$ cat src/rtl/bcd_timekeeper.sv
// bcd_timekeeper: BCD time-of-day engine with 12/24h display and accelerating auto-repeat adjust.
// Define BCD_TK_ALARM_EN to add the HH:MM alarm ports and logic.
module bcd_timekeeper #(
  parameter int CORE_CLOCK = 25_000_000,
  parameter int CNT_W      = $clog2(CORE_CLOCK),
  parameter int REP_DELAY  = 16,
  parameter int REP_DEC    = 1,
  parameter int REP_MIN    = 2
) (
  input  logic        clk,
  input  logic        reset,
  input  logic        frame_tick,
  input  logic        pause,
  input  logic        mode_12h,
  input  logic        adj_hrs,
  input  logic        adj_min,
  input  logic        adj_sec,
`ifdef BCD_TK_ALARM_EN
  input  logic [15:0] alarm_hhmm,
  input  logic        alarm_on,
  output logic        alarm,
`endif
  output logic [23:0] bcd_time,
  output logic        pm,
  output logic        sec_pulse,
  output logic        min_roll,
  output logic [3:0]  color_offset
);
  localparam int RW = $clog2(REP_DELAY + 1);
  typedef enum logic {IDLE, WAIT} rep_t;
  logic [2:0] btn, pulse;
  logic rst_q, ft, hold, tick, tick_q, min_q, sec_wrap, min_wrap;
  logic [7:0] hrs, mins, secs, h12, disp_h;
  logic [CNT_W-1:0] pre;
  function automatic logic [7:0] bcd_inc(input logic [7:0] v, input logic [7:0] top);
    return v == top ? 8'h00 : v[3:0] == 4'd9 ? {v[7:4] + 4'd1, 4'd0} : v + 8'd1;
  endfunction
  assign btn = {adj_hrs, adj_min, adj_sec};
  // frames seen during or right after reset are ignored so no pulse escapes
  assign ft = frame_tick & ~rst_q & ~reset;
  assign hold = pause | (|btn);
  assign tick = ~hold && pre == CNT_W'(CORE_CLOCK - 1);
  assign sec_wrap = tick && secs == 8'h59;
  assign min_wrap = sec_wrap && mins == 8'h59;
  for (genvar i = 0; i < 3; i++) begin : g_rep
    rep_t st, st_n;
    logic [RW-1:0] cnt, cnt_n, intv, intv_n, dec;
    logic p;
    always_comb begin
      dec = int'(intv) >= REP_MIN + REP_DEC ? intv - RW'(REP_DEC) : RW'(REP_MIN);
      st_n = st;
      cnt_n = cnt;
      intv_n = intv;
      p = 1'b0;
      if (ft && !btn[i]) begin
        st_n = IDLE;
        intv_n = RW'(REP_DELAY);
      end else if (ft && st == IDLE) begin
        st_n = WAIT;
        cnt_n = intv;
        p = 1'b1;
      end else if (ft && cnt == RW'(1)) begin
        cnt_n = dec;
        intv_n = dec;
        p = 1'b1;
      end else if (ft) cnt_n = cnt - RW'(1);
    end
    always_ff @(posedge clk)
      if (reset) begin
        st <= IDLE;
        cnt <= '0;
        intv <= RW'(REP_DELAY);
      end else begin
        st <= st_n;
        cnt <= cnt_n;
        intv <= intv_n;
      end
    assign pulse[i] = p;
  end
  // pulses only occur with a button high, which holds the prescaler, so they never collide with a natural tick
  always_ff @(posedge clk) begin
    rst_q <= reset;
    if (reset) begin
      pre <= '0;
      hrs <= '0;
      mins <= '0;
      secs <= '0;
      tick_q <= 1'b0;
      min_q <= 1'b0;
    end else begin
      pre <= hold || tick ? '0 : pre + CNT_W'(1);
      secs <= tick || pulse[0] ? bcd_inc(secs, 8'h59) : secs;
      mins <= sec_wrap || pulse[1] ? bcd_inc(mins, 8'h59) : mins;
      hrs <= min_wrap || pulse[2] ? bcd_inc(hrs, 8'h23) : hrs;
      tick_q <= tick;
      min_q <= sec_wrap | pulse[1];
    end
  end
  assign h12 = hrs == 8'h00 ? 8'h12 : hrs <= 8'h12 ? hrs :
               hrs[3:0] >= 4'd2 ? {hrs[7:4] - 4'd1, hrs[3:0] - 4'd2} : {hrs[7:4] - 4'd2, hrs[3:0] + 4'd8};
  assign disp_h = mode_12h ? h12 : hrs;
  always_ff @(posedge clk)
    if (reset) begin
      bcd_time <= {mode_12h ? 8'h12 : 8'h00, 16'h0000};
      pm <= 1'b0;
      sec_pulse <= 1'b0;
      min_roll <= 1'b0;
      color_offset <= 4'd0;
    end else begin
      bcd_time <= {disp_h, mins, secs};
      pm <= hrs >= 8'h12;
      sec_pulse <= tick_q;
      min_roll <= min_q;
      color_offset <= color_offset + {3'b000, min_q};
    end
`ifdef BCD_TK_ALARM_EN
  logic upd_q;
  logic [2:0] btn_q;
  logic [5:0] al_cnt;
  // a match reached on this update wins over a press clear so adjusting onto the alarm time arms it
  always_ff @(posedge clk)
    if (reset) begin
      upd_q <= 1'b0;
      btn_q <= '0;
      al_cnt <= '0;
      alarm <= 1'b0;
    end else begin
      upd_q <= tick | (|pulse);
      btn_q <= btn;
      if (!alarm_on) alarm <= 1'b0;
      else if (upd_q && {hrs, mins} == alarm_hhmm && secs == 8'h00) begin
        alarm <= 1'b1;
        al_cnt <= '0;
      end else if (|(btn & ~btn_q) || (tick_q && alarm && al_cnt == 6'd59)) alarm <= 1'b0;
      else if (tick_q && alarm) al_cnt <= al_cnt + 6'd1;
    end
`endif
endmodule

$ cat config.mk
export PLATFORM = sky130hd
export DESIGN_NAME = bcd_timekeeper
export DESIGN_NICKNAME = d
export VERILOG_FILES = /design/src/rtl/bcd_timekeeper.sv
export SDC_FILE = /design/constraint.sdc
export NUM_CORES = 1
export LEC_CHECK = 0
export CAP_MARGIN = 20
export CORE_MARGIN = 2
export CORE_UTILIZATION = 52
export CTS_BUF_LIST = sky130_fd_sc_hd__clkbuf_4
export CTS_CLUSTER_DIAMETER = 150
export CTS_CLUSTER_SIZE = 10
export DETAILED_ROUTE_END_ITERATION = 6
export MAX_ROUTING_LAYER = met4
export PLACE_DENSITY = 0.72
export SYNTH_ARGS = -nofsm -noshare
export SYNTH_HDL_FRONTEND = slang
export SYNTH_SLANG_ARGS = --single-unit
$ cat constraint.sdc
create_clock -name clk -period 6.2 [get_ports clk]
set_clock_uncertainty 0.05 [all_clocks]
set_input_delay 1.86 -clock clk [delete_from_list [all_inputs] [get_ports clk]]
set_output_delay 1.86 -clock clk [all_outputs]
set_load 0.01 [all_outputs]
* After elaboration in Yosys (flattened, before gate mapping)
Cells that the tools add are included.
** Operators by class
- Add/sub/neg operators :: 18
- Order comparisons :: 6
- Equal/unequal tests :: 10
- Mux-type cells :: 33
- Bitwise gates (word level) :: 16
- Reduce and logical (&&, ||, !) cells :: 34
** Operators with widths (number)
- 2-to-1 mux 8 bit :: 10
- 2-to-1 mux 5 bit :: 13
- subtractor 5 x 1 -> 5 bit (second input constant) :: 6
- adder 25 x 1 -> 25 bit (second input constant) :: 1
- == test 25 bit (second input constant) :: 1
- adder 8 x 1 -> 8 bit (second input constant) :: 3
- 2-to-1 mux 24 bit :: 1
- == test 8 x 7 -> 1 bit (second input constant) :: 2
- == test 5 x 1 -> 1 bit (second input constant) :: 3
- greater-or-equal comparator 5 x 2 -> 1 bit (second input constant) :: 3
- adder 4 x 1 -> 4 bit (second input constant) :: 3
- == test 4 bit (second input constant) :: 3
- logical AND 1 bit :: 12
- inverter 1 bit :: 12
- AND reduction 2 bit :: 6
- 2-to-1 mux 1 bit :: 9
- nonzero test 3 bit :: 3
- == test 8 x 6 -> 1 bit (second input constant) :: 1
- greater-or-equal comparator 8 x 5 -> 1 bit (second input constant) :: 1
- <= comparator 8 x 5 -> 1 bit (second input constant) :: 1
- zero test 8 bit :: 1
- OR reduction 2 bit :: 4
- subtractor 4 x 2 -> 4 bit (second input constant) :: 2
- adder 4 x 1 -> 4 bit :: 1
- other kinds (8) :: 15
** Word-level totals
- Register bits after elaboration :: 116
- Input port bits :: 8
- Output and inout bits :: 31
- Logic and storage cells :: 139

* Depth between registers and ports, before layout
Gate-level depths: netlist of the first run.
- Depth in word-level cells :: 8
- Mapped depth :: 8

* Worst setup path before layout of the first run
Ideal clock, no wire load.
- Path kind :: input to register
- Start point :: in adj_min
- End point :: reg hrs[7]
- Arrival :: 3.556 ns
- Required time :: 6.027 ns
- Path slack :: 2.471 ns
- Cell stages on the path :: 5
- Cells stage by stage :: or4_1 or4_1 buf_2 a211oi_2 mux2_1
** On the way
- Cells in the longest elaborated chain, start to end :: 7
** Ends and longest elaborated chain
- start, declared :: RTL line 16 : input logic adj_min,
- OR reduction 3 bit :: RTL line 41 : assign hold = pause | (|btn);
- OR 1 bit :: RTL line 41
- inverter 1 bit :: RTL line 42 : assign tick = ~hold && pre == CNT_W'(CORE_CLOCK - 1);
- logical AND 1 bit :: RTL line 42
- logical AND 1 bit :: RTL line 43 : assign sec_wrap = tick && secs == 8'h59;
- logical AND 1 bit :: RTL line 44 : assign min_wrap = sec_wrap && mins == 8'h59;
- logical OR 1 bit :: RTL line 94 : hrs <= min_wrap || pulse[2] ? bcd_inc(hrs, 8'h23) : hrs;
- end signal, assigned :: RTL line 94
- end, declared :: RTL line 33 : logic [7:0] hrs, mins, secs, h12, disp_h;
Every way passes these cells.
A chain may end at the register's enable or synchronous reset.

* Worst setup path after layout of the first run
- Start point :: in frame_tick
- End point :: reg mins[2]
** On the way
- Cells in the longest elaborated chain, start to end :: 7
- Elaborated cells between the ends (all ways) :: 9
- Classes of those cells :: 3 x mux; 2 x bitwise; 4 x reduce/logical
** Ends and longest elaborated chain
- start, declared :: RTL line 12 : input logic frame_tick,
- AND 1 bit * (2 in a row) :: RTL line 40 : assign ft = frame_tick & ~rst_q & ~reset;
- logical AND 1 bit :: RTL line 62 : end else if (ft && cnt == RW'(1)) begin
- 2-to-1 mux 1 bit :: RTL line 62
- 2-to-1 mux 1 bit :: RTL line 58 : end else if (ft && st == IDLE) begin
- 2-to-1 mux 1 bit * :: RTL line 55 : if (ft && !btn[i]) begin
- logical OR 1 bit * :: RTL line 93 : mins <= sec_wrap || pulse[1] ? bcd_inc(mins, 8'h59) : mins;
- end signal, assigned :: RTL line 93
- end, declared :: RTL line 33
Every way passes the cells marked *; elsewhere a longest branch is shown, timed or not.

==> qor.txt, run 1 <==
STATUS
---------------------------------------------------------------------------------------
Run status                                                                 finished clean

SETUP PATH
---------------------------------------------------------------------------------------
Worst r2r src                                                              g_rep[0].cnt[1]
Worst reg2reg endpoint                                                          secs[7]
Element type at the critical path start                                       input pin
CP Data Arrival Time                                                            4.29 ns
Crit Path Class                                                            input pin to flop
Largest fanout of any net on the critical path                                       11
Required time of the critical path                                              6.59 ns
Critical path endpoint category                                                    flop
Internal reg-to-reg setup slack                                                 3.59 ns
Worst Reg-to-Reg Cells                                                                7

YOSYS
---------------------------------------------------------------------------------------
Portion of netlist area occupied by mux cells                                    0.0130
Average cell area after synthesis                                              8.58 µm²
Mapped cell area                                                               5870 µm²
Mapped Nets                                                                         726
Count of different cell masters after synthesis                                      56
Share of the synthesized netlist area taken by xor and xnor gates                0.0582
Fraction of the yosys area taken by sequential cells                              0.396
Number of enable flip-flop cells after synthesis                                      0
Synth Area in Adders                                                             0.0725
Post-synthesis cell count                                                           684
Dominant register cell in the synthesized netlist                          sky130_fd_sc_hd__dfxtp_1
Combinational family with the most area after synthesis                    simple AND/OR/NAND/NOR gates
Dominant cells by area after synthesis                                     sky130_fd_sc_hd__dfxtp_1 40%, sky130_fd_sc_hd__ha_1 7.2%, sky130_fd_sc_hd__a21oi_1 4.4%
Share of the synthesized area in compound gates (AO/OA/AOI/OAI)                   0.170
Seq cells post-synth                                                                116
Fraction of registers with async set/reset                                            0
Area share of and/or/nand/nor cells after synthesis                               0.247
Cell taking the most area after synthesis                                  sky130_fd_sc_hd__dfxtp_1
Yosys synthesis warning count                                                         0
Top-area cell type share of the netlist area                                      0.396

JOB
---------------------------------------------------------------------------------------
Max cap viols                                                                         0

TIMING
---------------------------------------------------------------------------------------
Slew HR                                                                           0.525
Sum of negative setup slack                                                        0 ns
Final count of hold timing violations                                                 0
Count of endpoints failing setup in the final report                                  0
Worst-margin pin slew                                                          0.703 ns
RSZ-0062 raised after global routing                                                 no
Max-slew violation total from the final report                                        0
Final worst path period share                                                     0.629
Clock period minus final worst setup slack                                      3.90 ns
Upper clock frequency limit                                                     256 MHz
Final worst setup slack                                                         2.30 ns

FINISH
---------------------------------------------------------------------------------------
Commonest non-fill, non-tap cell in the layout                             sky130_fd_sc_hd__dfxtp_1
Area delta synth->final                                                           12.9%
Non-Filler Instances                                                                868
Commonest cells after routing, fill and taps aside                         116 x sky130_fd_sc_hd__dfxtp_1, 65 x sky130_fd_sc_hd__nor2_1, 52 x sky130_fd_sc_hd__a21oi_1
Layout cells sized above 1                                                       0.0783
Inserted Diodes                                                                       0
Fill cell total of the finished layout                                              973
Number of nets in the finished design                                               757
Final std cell area, no fill                                                   6620 µm²

ROUTING
---------------------------------------------------------------------------------------
Top Layer Used                                                                     met4
Routed length on met1                                                           6030 µm
Via count                                                                          5037
Routed len/inst                                                                 14.7 µm
Number of violations reported at the end of detailed-routing iteration 0            227
Detailed-router iteration count before antenna repair                                 5
Routed length on met3                                                            570 µm
Met2 wire length                                                                5840 µm
Drt via density                                                                    5.80
Routed wire length                                                             12700 µm
Final antenna-violating net count                                                     0
Post-route DRC                                                                        0

CLOCKING
---------------------------------------------------------------------------------------
CTS Buf Count                                                                        17
Post-cts hold buffer count                                                            0
Root buffer cell                                                           sky130_fd_sc_hd__clkbuf_4
Clock tree from TritonCTS                                                           yes
CTS sink count                                                                      116
Latest clock arrival within the worst-skew pair                                 0.54 ns
Post-cts sizing count                                                                 0
Number of H-tree branching levels                                                     4
Clk pin slew, worst setup/hold paths                                            0.10 ns
Maximum count of clock buffers along a single path                                    2
Buffers inserted by post-CTS timing repair                                            0

HOLD PATH
---------------------------------------------------------------------------------------
Start point of the worst min-delay path                                          tick_q
Worst hold-check path type                                                 flop to flop
WHS Path Cells                                                                        1
Endpoint of the worst hold-timing path                                        sec_pulse

FLOORPLAN
---------------------------------------------------------------------------------------
Width of the die                                                                 110 µm
Starting utilization of the core area                                             0.537
Vertical die dimension                                                           110 µm
Total die area                                                                12200 µm²
Boundary pin count                                                                   39
FP Rows                                                                              38
Core box area                                                                 10900 µm²

PWR
---------------------------------------------------------------------------------------
Total power draw                                                                1.42 mW
Leakage power of the design                                                     2.30 nW
Maximum VDD drop                                                             0.000126 V
Total power density per cell area                                            215 nW/µm²

GLOBAL ROUTING
---------------------------------------------------------------------------------------
Global router's overall resource usage                                            0.233
Pin count of the biggest net entering global routing                                 34
Antenna violations before repair                                                      0
Global-route wire length before repair                                         21800 µm
Number of global-route vias before repair                                          4672
Remaining global-route overflow                                                       0

PLACED DESIGN
---------------------------------------------------------------------------------------
Placement Cell Area                                                            6320 µm²
Cell count after placement                                                          836
Routability congestion estimate                                                   0.855
Count of buffers inserted at the top-level ports                                     38
Place WS                                                                        1.75 ns
HPWL Detailed                                                                   9010 µm

where the power goes:
part	switching (mW)	total (mW)	internal [mW]
registers	0.00797	0.760	0.752
logic	0.0389	0.0652	0.0263
clock network	0.275	0.596	0.322
total	0.322	1.42	1.10
layer usage:
metal  up-vias  track usage
met5         -            -
met4         0        0.110
met3        22       0.0447
met2       125        0.347
met1      2368        0.305
li1       2522            -
sequential cells by signal (all words and copies together), names as in the netlist, 3 cells and up:
name / count
g_rep.st: 3
secs: 8
color_offset: 4
g_rep.intv: 15
g_rep.cnt: 15
bcd_time: 24
hrs: 8
pre: 25
mins: 8
logic make-up (layout without fill, tap and decap cells):
| family | count (synthesis) | after routing |
|---|---|---|
| XOR/XNOR | 39 | 39 |
| buffers and inverters | 66 | 110 |
| AND/OR/NAND/NOR | 271 | 271 |
| AO/OA/AOI/OAI | 151 | 151 |
| flip-flops | 116 | 116 |
| multiplexers | 7 | 7 |
| adder cells (fa/ha/maj) | 34 | 34 |
worst max path at each step:
| stage | start | end | slack (ns) | cells after the start |
|---|---|---|---|---|
| 6_report | frame_tick | mins[2] | 2.30 | 6 |
| 2_1_floorplan | adj_min | hrs[7] | 2.47 | 5 |
| 4_1_cts | frame_tick | mins[2] | 2.36 | 6 |
| 3_3_place_gp | adj_min | hrs[7] | 1.84 | 5 |
| 5_1_grt | frame_tick | mins[2] | 2.17 | 6 |
| 3_5_place_dp | frame_tick | mins[2] | 1.75 | 6 |
through the flow:
step	hold slack (ns)	util
floorplan	0.364	-
global placement	0.381	0.578
detailed placement	0.387	0.578
CTS	0.411	0.606
global route	0.422	0.606
finish	0.411	0.606
area by class of cell:
class,instances,area [µm²],area share
clock buffer,19,143,0.0215
inverter,38,143,0.0215
sequential,116,2320,0.351
timing repair buffer,40,390,0.0589
multi-input combinational,502,3290,0.496
clock inverter,13,164,0.0247
tap,140,175,0.0264
critical path: stages:
cell,delay (ns)
sky130_fd_sc_hd__clkdlybuf4s50_1,0.49
sky130_fd_sc_hd__nor3b_1,0.56
sky130_fd_sc_hd__and2_1,0.44
sky130_fd_sc_hd__nand2_1,0.31
sky130_fd_sc_hd__and2_1,0.31
sky130_fd_sc_hd__o221a_2,0.31
synth_stat cells, types with 4 or more instances:
cell,n
sky130_fd_sc_hd__xnor2_1,25
sky130_fd_sc_hd__and3b_1,4
sky130_fd_sc_hd__and4_1,9
sky130_fd_sc_hd__xor2_1,14
sky130_fd_sc_hd__o221ai_1,5
sky130_fd_sc_hd__inv_1,37
sky130_fd_sc_hd__a211o_1,8
sky130_fd_sc_hd__nor3b_1,8
sky130_fd_sc_hd__nand4_1,11
sky130_fd_sc_hd__o221a_2,12
sky130_fd_sc_hd__a21boi_0,6
sky130_fd_sc_hd__clkbuf_1,23
sky130_fd_sc_hd__and2_1,14
sky130_fd_sc_hd__nand2_1,45
sky130_fd_sc_hd__ha_1,34
sky130_fd_sc_hd__buf_2,4
sky130_fd_sc_hd__dfxtp_1,116
sky130_fd_sc_hd__nor2b_1,17
sky130_fd_sc_hd__nand3_1,23
sky130_fd_sc_hd__a31oi_1,5
sky130_fd_sc_hd__and3_1,9
sky130_fd_sc_hd__o21ai_0,33
sky130_fd_sc_hd__or3_1,8
sky130_fd_sc_hd__a21oi_1,52
sky130_fd_sc_hd__nor3_1,27
sky130_fd_sc_hd__mux2_2,4
sky130_fd_sc_hd__nor2_1,65
sky130_fd_sc_hd__nor4_1,11
sky130_fd_sc_hd__a211oi_1,11
Power figures use the tool's default switching activity.
==> run 2, diff against run 1 <==
Clock period 6.2 ns to 4 ns, I/O delays scaled along.
==> run 2 against run 1 <==
Effect of this change: clock-buffer cell count down 2; design area up 0.42%; global-route usage down 0.36 points; combinational power up 58%; routed wire length up 1.5%; sequential share of layout area down 0.15 points; worst setup slack worse by 1.5 ns; first-iteration DRC count up 45%; critical path type unchanged; critical endpoint is now hrs[7].
==> qor.txt, run 2 (synthesis results as in run 1) <==
ROUTING
---------------------------------------------------------------------------------------
Number of violations reported at the end of detailed-routing iteration 0            330
Routed wire length                                                             12900 µm
Post-route DRC                                                                        0
Via count                                                                          5053
Detailed-router iteration count before antenna repair                                 6
Final antenna-violating net count                                                     0
Routed len/inst                                                                 14.7 µm
Drt via density                                                                    5.77

TIMING
---------------------------------------------------------------------------------------
Slew HR                                                                           0.459
Max-slew violation total from the final report                                        0
Final worst setup slack                                                        0.796 ns
Worst-margin pin slew                                                          0.805 ns
Final count of hold timing violations                                                 0
Count of endpoints failing setup in the final report                                  0
Clock period minus final worst setup slack                                      3.20 ns
Upper clock frequency limit                                                     312 MHz
RSZ-0062 raised after global routing                                                 no
Sum of negative setup slack                                                        0 ns
Final Hold Slack                                                               0.412 ns
Final worst path period share                                                     0.801

PWR
---------------------------------------------------------------------------------------
Power Internal                                                                  1.58 mW
Leakage power of the design                                                     2.28 nW
Maximum VDD drop                                                             0.000188 V
Fraction of power consumed by the clock network                                   0.402
Total power draw                                                                2.14 mW
Flop pwr share                                                                    0.550
Net Sw Power                                                                   0.562 mW
Combinational group share of total power                                          0.048
Total power density per cell area                                            322 nW/µm²
Net switching fraction of the power                                               0.262

PLACED DESIGN
---------------------------------------------------------------------------------------
Place WS                                                                       0.252 ns
Count of buffers inserted at the top-level ports                                     38
HPWL Detailed                                                                   9020 µm
Routability congestion estimate                                                   0.899
Placement Cell Area                                                            6360 µm²
Cell count after placement                                                          842

FLOORPLAN
---------------------------------------------------------------------------------------
Total die area                                                                12200 µm²
Boundary pin count                                                                   39
FP Rows                                                                              38
Vertical die dimension                                                           110 µm
Width of the die                                                                 110 µm
Starting utilization of the core area                                             0.537
Core box area                                                                 10900 µm²

SETUP PATH
---------------------------------------------------------------------------------------
Required time of the critical path                                              4.39 ns
Critical path, cell by cell                                                clkdlybuf4s50_1 > or4_1 > or4_1 > a211oi_2 > mux2_1
Crit path top cell by count                                                sky130_fd_sc_hd__or4_1
Biggest cell delay along the critical path                                      0.72 ns
Element type at the critical path start                                       input pin
CP Data Arrival Time                                                            3.60 ns
Internal reg-to-reg setup slack                                                 1.41 ns
Largest fanout of any net on the critical path                                        9
Critical path endpoint category                                                    flop
Slowest-stage cell, CP                                                     sky130_fd_sc_hd__or4_1
Crit Path Class                                                            input pin to flop

FINISH
---------------------------------------------------------------------------------------
Number of nets in the finished design                                               763
Top register by number of flip-flops                                                pre
Sequential cell area in the final layout                                       2320 µm²
Utilization after layout                                                          0.608
Commonest cells after routing, fill and taps aside                         116 x sky130_fd_sc_hd__dfxtp_1, 65 x sky130_fd_sc_hd__nor2_1, 52 x sky130_fd_sc_hd__a21oi_1
Area delta synth->final                                                           13.3%
Number of flip-flops under the largest register name                                 25
Fill cell total of the finished layout                                             1003
Non-Filler Instances                                                                875
Final std cell area, no fill                                                   6650 µm²
Largest registers ranked by flip-flop count                                pre (25), bcd_time (24)
Commonest non-fill, non-tap cell in the layout                             sky130_fd_sc_hd__dfxtp_1
Multi-input combinational cell area                                            3290 µm²
Layout cells sized above 1                                                       0.0872

GLOBAL ROUTING
---------------------------------------------------------------------------------------
Antenna violations before repair                                                      1
Met3 capacity usage during global routing                                        0.0547
Pin count of the biggest net entering global routing                                 46
Global-route wire length before repair                                         21100 µm
Global-route track usage on met1                                                  0.292
Met2 usage                                                                        0.348
Remaining global-route overflow                                                       0
Number of global-route vias before repair                                          4511
Global router's overall resource usage                                            0.229
GRT busiest layer                                                                  met2

CLOCKING
---------------------------------------------------------------------------------------
Latest clock arrival within the worst-skew pair                                 0.55 ns
Buffers inserted by post-CTS timing repair                                            0
Root buffer cell                                                           sky130_fd_sc_hd__clkbuf_4
CTS Buf Count                                                                        17
Post-cts hold buffer count                                                            0
Post-cts sizing count                                                                 0
Clk pin slew, worst setup/hold paths                                            0.11 ns
Clock tree from TritonCTS                                                           yes
CTS sink count                                                                      116
Maximum count of clock buffers along a single path                                    2
Number of H-tree branching levels                                                     4

HOLD PATH
---------------------------------------------------------------------------------------
Worst hold-check path type                                                 flop to flop

JOB
---------------------------------------------------------------------------------------
Max cap viols                                                                         0

STATUS
---------------------------------------------------------------------------------------
Run status                                                                 finished clean

run 2: cell count changes in the layout (fill, tap and decap cells not counted):
cell,previous run,this run
sky130_fd_sc_hd__buf_4,2,8
sky130_fd_sc_hd__diode_2,0,1
sky130_fd_sc_hd__clkinv_1,1,0
sky130_fd_sc_hd__clkinv_4,0,3
sky130_fd_sc_hd__clkinv_2,8,2
sky130_fd_sc_hd__clkinvlp_4,0,6
sky130_fd_sc_hd__clkbuf_4,19,17
sky130_fd_sc_hd__inv_6,0,2
sky130_fd_sc_hd__bufinv_16,4,2
run 2: worst paths after layout:
| path | startpoint | endpoint | cells past startpoint |
|---|---|---|---|
| max | adj_sec | hrs[7] | 5 |
| max reg2reg | g_rep[0].cnt[1] | secs[7] | 7 |
| min reg2reg | tick_q | sec_pulse | 1 |
| min | tick_q | sec_pulse | 1 |
run 2: final cells by class:
| class | instances | area share |
|---|---|---|
| sequential | 116 | 0.349 |
| clock buffer | 17 | 0.0192 |
| timing repair buffer | 46 | 0.0655 |
| clock inverter | 15 | 0.0239 |
| tap | 140 | 0.0263 |
| antenna | 1 | 0.000376 |
| inverter | 38 | 0.0214 |
| multi-input combinational | 502 | 0.494 |
run 2: power by group through the flow:
stage | Sequential, mW | Combinational, mW | Clock (mW)
floorplan | 1.20 | 0.0704 | 0
global placement | 1.20 | 0.101 | 0
detailed placement | 1.20 | 0.103 | 0
CTS | 1.18 | 0.104 | 0.880
global route | 1.18 | 0.116 | 0.935
finish | 1.18 | 0.103 | 0.861
run 2: per-layer routing:
layer | up-vias | routed length (µm)
met4 | 0 | 270
li1 | 2536 | -
met2 | 135 | 5830
met3 | 19 | 607
met1 | 2363 | 6200
met5 | - | 0
run 2: worst max-delay path: cells and delay by family:
family,cells,cell delay (ns)
AND/OR/NAND/NOR,2,1.28
buffers and inverters,1,0.51
AO/OA/AOI/OAI,1,0.28
multiplexers,1,0.33
